<file path="config.mk">
export PLATFORM = sky130hd
export DESIGN_NAME = pulse_sync_scheduler
export DESIGN_NICKNAME = d
export VERILOG_FILES = /design/src/rtl/pulse_sync_scheduler_pkg.sv /design/src/rtl/pulse_sync_scheduler_rr_arbiter.sv /design/src/rtl/pulse_sync_scheduler.sv
export SDC_FILE = /design/constraint.sdc
export NUM_CORES = 1
export LEC_CHECK = 0
export CORE_MARGIN = 3
export CORE_UTILIZATION = 46
export CTS_BUF_LIST = sky130_fd_sc_hd__clkbuf_8 sky130_fd_sc_hd__clkbuf_16
export CTS_CLUSTER_SIZE = 28
export DETAILED_ROUTE_END_ITERATION = 8
export GPL_ROUTABILITY_DRIVEN = 0
export GPL_TIMING_DRIVEN = 0
export PLACE_DENSITY = 0.79
export SKIP_CTS_REPAIR_TIMING = 1
export SYNTH_ARGS = -nofsm -noshare
export SYNTH_HDL_FRONTEND = slang
export SYNTH_SLANG_ARGS = --single-unit
</file>
<file path="constraint.sdc">
create_clock -name clk -period 1.48 [get_ports clk]
set_input_delay 0.296 -clock clk [delete_from_list [all_inputs] [get_ports clk]]
set_output_delay 0.296 -clock clk [all_outputs]
set_load 0.005 [all_outputs]
</file>
<file path="src/rtl/pulse_sync_scheduler_pkg.sv">
// Shared types for the pulse synchronizer scheduler: FSM state encoding and
// sizing of the shared wait/gap counter.
package pulse_sync_scheduler_pkg;

    typedef enum logic [1:0] {
        ST_IDLE     = 2'd0,
        ST_ISSUE    = 2'd1,
        ST_WAIT_ACK = 2'd2,
        ST_GAP      = 2'd3
    } state_e;

    // One counter serves both the ack timeout and the recovery gap.
    function automatic int cnt_width(input int gap_cyc, input int tmo_cyc);
        int m;
        m = (gap_cyc > tmo_cyc) ? gap_cyc : tmo_cyc;
        return $clog2(m + 1);
    endfunction

endpackage

</file>
<file path="src/rtl/pulse_sync_scheduler_rr_arbiter.sv">
// Combinational round-robin pick: first set request at or after ptr,
// wrapping at N_REQ-1 back to 0 (non-power-of-2 N_REQ supported).
module rr_arbiter #(
    parameter int N_REQ = 4,
    parameter int ID_W  = 2
) (
    input  logic [N_REQ-1:0] req,
    input  logic [ID_W-1:0]  ptr,
    output logic [ID_W-1:0]  grant,
    output logic             any_req
);

    logic [ID_W:0] idx;

    // Scan from the farthest offset down so the nearest hit is written last.
    always_comb begin
        grant   = '0;
        any_req = |req;
        idx     = '0;
        for (int k = N_REQ - 1; k >= 0; k--) begin
            idx = {1'b0, ptr} + (ID_W + 1)'(k);
            if (idx >= (ID_W + 1)'(N_REQ)) begin
                idx = idx - (ID_W + 1)'(N_REQ);
            end
            if (req[idx[ID_W-1:0]]) begin
                grant = idx[ID_W-1:0];
            end
        end
    end

endmodule

</file>
<file path="src/rtl/pulse_sync_scheduler.sv">
// Source-domain scheduler sharing one pulse synchronizer between N_REQ
// requesters: latch, round-robin grant, issue, await ack, enforce gap.
module pulse_sync_scheduler
    import pulse_sync_scheduler_pkg::*;
#(
    parameter int N_REQ   = 4,
    parameter int ID_W    = 2,
    parameter int GAP_CYC = 6,
    parameter int TMO_CYC = 31
) (
    input  logic             clk,
    input  logic             rst_n,
    input  logic [N_REQ-1:0] req_pulse,
    input  logic             sync_ack,
    input  logic             err_clr,
    output logic             sync_pulse,
    output logic [ID_W-1:0]  sync_id,
    output logic [N_REQ-1:0] pending,
    output logic             busy,
    output logic [N_REQ-1:0] overflow,
    output logic             err_tmo
);

    localparam int CNT_W = cnt_width(GAP_CYC, TMO_CYC);

    state_e           state, state_nxt;
    logic [ID_W-1:0]  rr_ptr;
    logic [ID_W-1:0]  rr_nxt;
    logic [ID_W-1:0]  grant;
    logic             any_req;
    logic [CNT_W-1:0] cnt, cnt_nxt;
    logic [N_REQ-1:0] clr_mask;
    logic             tmo_evt;

    rr_arbiter #(
        .N_REQ (N_REQ),
        .ID_W  (ID_W)
    ) u_arb (
        .req     (pending),
        .ptr     (rr_ptr),
        .grant   (grant),
        .any_req (any_req)
    );

    always_comb begin
        state_nxt = state;
        cnt_nxt   = cnt;
        clr_mask  = '0;
        tmo_evt   = 1'b0;
        case (state)
            ST_IDLE: begin
                if (any_req) begin
                    state_nxt       = ST_ISSUE;
                    clr_mask[grant] = 1'b1;
                end
            end
            ST_ISSUE: begin
                state_nxt = ST_WAIT_ACK;
                cnt_nxt   = '0;
            end
            ST_WAIT_ACK: begin
                if (sync_ack) begin
                    state_nxt = ST_GAP;
                    cnt_nxt   = '0;
                end else if (cnt == CNT_W'(TMO_CYC - 1)) begin
                    tmo_evt   = 1'b1;
                    state_nxt = ST_GAP;
                    cnt_nxt   = '0;
                end else begin
                    cnt_nxt = cnt + 1'b1;
                end
            end
            ST_GAP: begin
                if (cnt == CNT_W'(GAP_CYC - 1)) begin
                    state_nxt = ST_IDLE;
                end else begin
                    cnt_nxt = cnt + 1'b1;
                end
            end
            default: state_nxt = ST_IDLE;
        endcase
    end

    // sync_id still holds the current grant while in ISSUE.
    assign rr_nxt = (sync_id == ID_W'(N_REQ - 1)) ? '0 : sync_id + 1'b1;

    always_ff @(posedge clk) begin
        if (!rst_n) begin
            state    <= ST_IDLE;
            cnt      <= '0;
            rr_ptr   <= '0;
            sync_id  <= '0;
            pending  <= '0;
            overflow <= '0;
            err_tmo  <= 1'b0;
        end else begin
            state <= state_nxt;
            cnt   <= cnt_nxt;
            if (state == ST_IDLE && any_req) begin
                sync_id <= grant;
            end
            if (state == ST_ISSUE) begin
                rr_ptr <= rr_nxt;
            end
            // A new request on the bit being granted re-arms it rather than overflowing.
            pending  <= (pending & ~clr_mask) | req_pulse;
            overflow <= (err_clr ? '0 : overflow) | (req_pulse & pending & ~clr_mask);
            err_tmo  <= (err_clr ? 1'b0 : err_tmo) | tmo_evt;
        end
    end

    assign sync_pulse = (state == ST_ISSUE);
    assign busy       = (state != ST_IDLE);

endmodule

</file>
==> metrics.md <==
| Metric | Value |
|---|---|
| Vias per inst | `5.87` |
| Post-layout instance area | `0.00163 mm2` |
| Core Footprint | `0.00225 mm2` |
| Initial antenna violation count | `0` |
| Placed Cells | `170` |
| DRC viols | `0` |
| GR Util met3 | `3.74%` |
| Max Fclk | `0.667 GHz` |
| Cell area after synthesis | `0.00112 mm2` |
| Syn Inst Count | `122` |
| Register area | `435 um2` |
| Routed WL | `3030 um` |
| GRT Overall Usage | `17.7%` |
| Die footprint | `0.00305 mm2` |
| Yosys warns | `0` |
| Finished Layout Cells | `182` |
| Syn Area/Cell | `9.15 um2` |
| Most common cell after layout, fill and taps aside | `clkdlybuf4s50_1` |
| Family with the most delay on the worst path | `compound AO/OA/AOI/OAI gates` |
| CTS tree | `done` |
| Final hold violations | `0` |
| Leakage | `0.650 nW` |
| Layout Nets | `172` |
| Die height | `55.3 um` |
| Clock Tree Buf Depth | `2` |
| Largest net degree at the start of global routing | `12` |
| Max Cap Violations | `0` |
| 1st-iter DRT viols | `39` |
| CP Max Fanout | `5` |
| Final setup fails | `2` |
| Sink Count | `20` |
| Tmin final | `1.50 ns` |
| Ys flop type | `dfxtp_1` |
| Worst-path clk slew | `0.08 ns` |
| Chip Width | `55.3 um` |
| Fillers | `171` |
| Root buf cell | `clkbuf_8` |
| Async set-reset flop share out of synthesis | `0%` |
| First-pass GRT wire length | `4430 um` |
| Via count | `1,068` |
| Worst hold endpoint | `overflow[0]` |
| Min-Delay Path Depth | `2` |
| CP cell instances | `inv_2, ha_1, and4bb_2, a21oi_4, o21ai_2, o32ai_2` |
| Critical Path AT | `1.67 ns` |
| PD cells | `1430 mW/mm2` |
| Site row count | `17` |
| GRT busiest layer | `met2` |
| Worst Skew | `0.00196 ns` |
| Ant. Diodes | `0` |
| Min-delay src | `overflow[0]` |
| Yosys cell types | `40` |
| Post-synth EDFFs | `0` |
| Layout cells sized above 1 | `33.8%` |
| RSZ-0062 raised after global routing | `true` |
| Area Growth Syn to Fin | `45.6%` |
| Overflow after GRT | `0` |
| Crit Reg-Reg Endpoint | `cnt[1]` |
| Num CTS Buffers | `3` |
| Post-DP HPWL | `1790 um` |
| Yosys reg bits | `20` |
| Hold WS | `0.506 ns` |
| Critical Path RT | `1.65 ns` |
| Slack of the critical path | `-0.0203 ns` |
| ANT nets after route | `0` |
| Outcome | `finished, violations left` |
| Area of the multi-input gates | `769 um2` |
| I/O Pins | `21` |
| Setup Crit Path Kind | `reg2reg` |
| Worst-margin pin slew | `0.370 ns` |
| Highest cell delay on the worst timing path | `0.39 ns` |
| Drt wl/cell | `16.6 um` |
| Failing checks | `setup timing` |
| M2 GR Usage | `27.9%` |
| Max Slew Vio Count | `0` |
| Hold Path Class | `reg2reg` |
| Crit Reg-Reg Startpoint | `cnt[1]` |
| Rel. slew slack | `75.3%` |
| Placed Instance Area | `0.00135 mm2` |
| R2R setup slack | `-0.02 ns` |
| Leading cell types in the layout, fill and taps excluded | `clkdlybuf4s50_1 (17), nand2_1 (9), nor2_1 (8), dfxtp_4 (8), dfxtp_1 (8)` |
| GRT met1 Usage | `23.6%` |
| Port Buffers | `20` |
| IR drop worst, VDD | `0.925 mV` |
| Pre-CTS WS | `-0.234 ns` |
| Cells on worst reg2reg path | `6` |
| CTS H-tree depth | `1` |
| Tot Pwr | `0.00232 W` |
| Setup crit end kind | `flop` |
| First-pass detailed-route iteration total | `4` |
| Starting Density | `49.5%` |
| Clock Latency Late Sink | `0.26 ns` |
| Syn nets | `139` |
| WP buf/inv | `1` |
| CP max stage cell | `dfxtp_4` |
| Register area share after synthesis | `35.9%` |
| Final worst-path cycle share | `101%` |
| Startpoint Class | `flop` |
| Vias in the first global route | `956` |
[cell families (layout without fill, tap and decap cells)]
family	Yosys count	count (layout)	share of synthesized area [%]
adder cells (fa/ha/maj)	9	9	10.1
flip-flops	20	20	35.9
AND/OR/NAND/NOR	40	40	19.6
AO/OA/AOI/OAI	33	33	23.3
buffers and inverters	13	45	5.04
multiplexers	5	5	4.48
XOR/XNOR	2	2	1.57
[where the power goes]
part | switching (W) | leakage, nW | total, W | internal (W)
clock network | 0.000191 | 0.0288 | 0.000428 | 0.000237
registers | 0.000130 | 0.171 | 0.000787 | 0.000657
logic | 0.000533 | 0.451 | 0.00110 | 0.000571
[worst max-delay path by stage]
stage          startpoint    endpoint  slack [ns]  cells past startpoint
6_report           cnt[1]      cnt[1]       -0.02                      6
5_1_grt            cnt[1]      cnt[1]       -0.08                      6
4_1_cts          state[0]        busy       -0.46                      4
3_5_place_dp        rst_n  pending[0]       -0.23                      5
3_3_place_gp        rst_n  pending[1]       -0.20                      5
2_1_floorplan      cnt[1]      cnt[1]        0.06                      6
[through the flow]
step,util (%),TNS (ns)
CTS,62.4,-2.25
global placement,59.9,-1.45
finish,72.1,-0.0283
global route,72.1,-0.283
floorplan,-,0
detailed placement,59.9,-1.89
[flip-flops by register name, indices dropped and copies added (netlist names)]
signal and count:
cnt 5, err_tmo 1, overflow 4, pending 4
rr_ptr 2, state 2, sync_id 2
[synth_stat cells (2+ instances only)]
cell | n | share of area [%]
nand2_1 | 9 | 3.0
nand3_1 | 4 | 1.8
ha_1 | 9 | 10
nand2b_1 | 2 | 1.1
o221ai_2 | 2 | 2.7
o32ai_1 | 2 | 1.6
mux2i_1 | 5 | 4.5
o21a_1 | 2 | 1.3
and2_1 | 4 | 2.2
dfxtp_1 | 20 | 36
nor2_1 | 8 | 2.7
a32oi_1 | 3 | 2.4
inv_1 | 11 | 3.7
and3_1 | 2 | 1.1
o21ai_0 | 8 | 3.6
a21oi_1 | 6 | 2.7
nor2b_1 | 2 | 1.1
[layer usage]
layer / vias up / wire (um) / share of wire [%]
met5: - / 0 / 0
met4: 0 / 105 / 3.5
met3: 13 / 119 / 3.9
met2: 32 / 1440 / 47
met1: 515 / 1370 / 45
li1: 508 / - / -
[area by class of cell]
cell class	count	area share, %
plain buffers	2	1.00
multi-input cells	89	47.3
clock buffers	4	3.39
flip-flops and latches	20	26.8
well taps	28	2.16
repair buffers	28	16.3
inverters	11	3.00
[worst min-delay path: cells and delay by family (launching register included)]
family	cells	cell delay, ns
AO/OA/AOI/OAI	2	0.13
flip-flops	1	0.35
(Power assumes the default switching activity.)
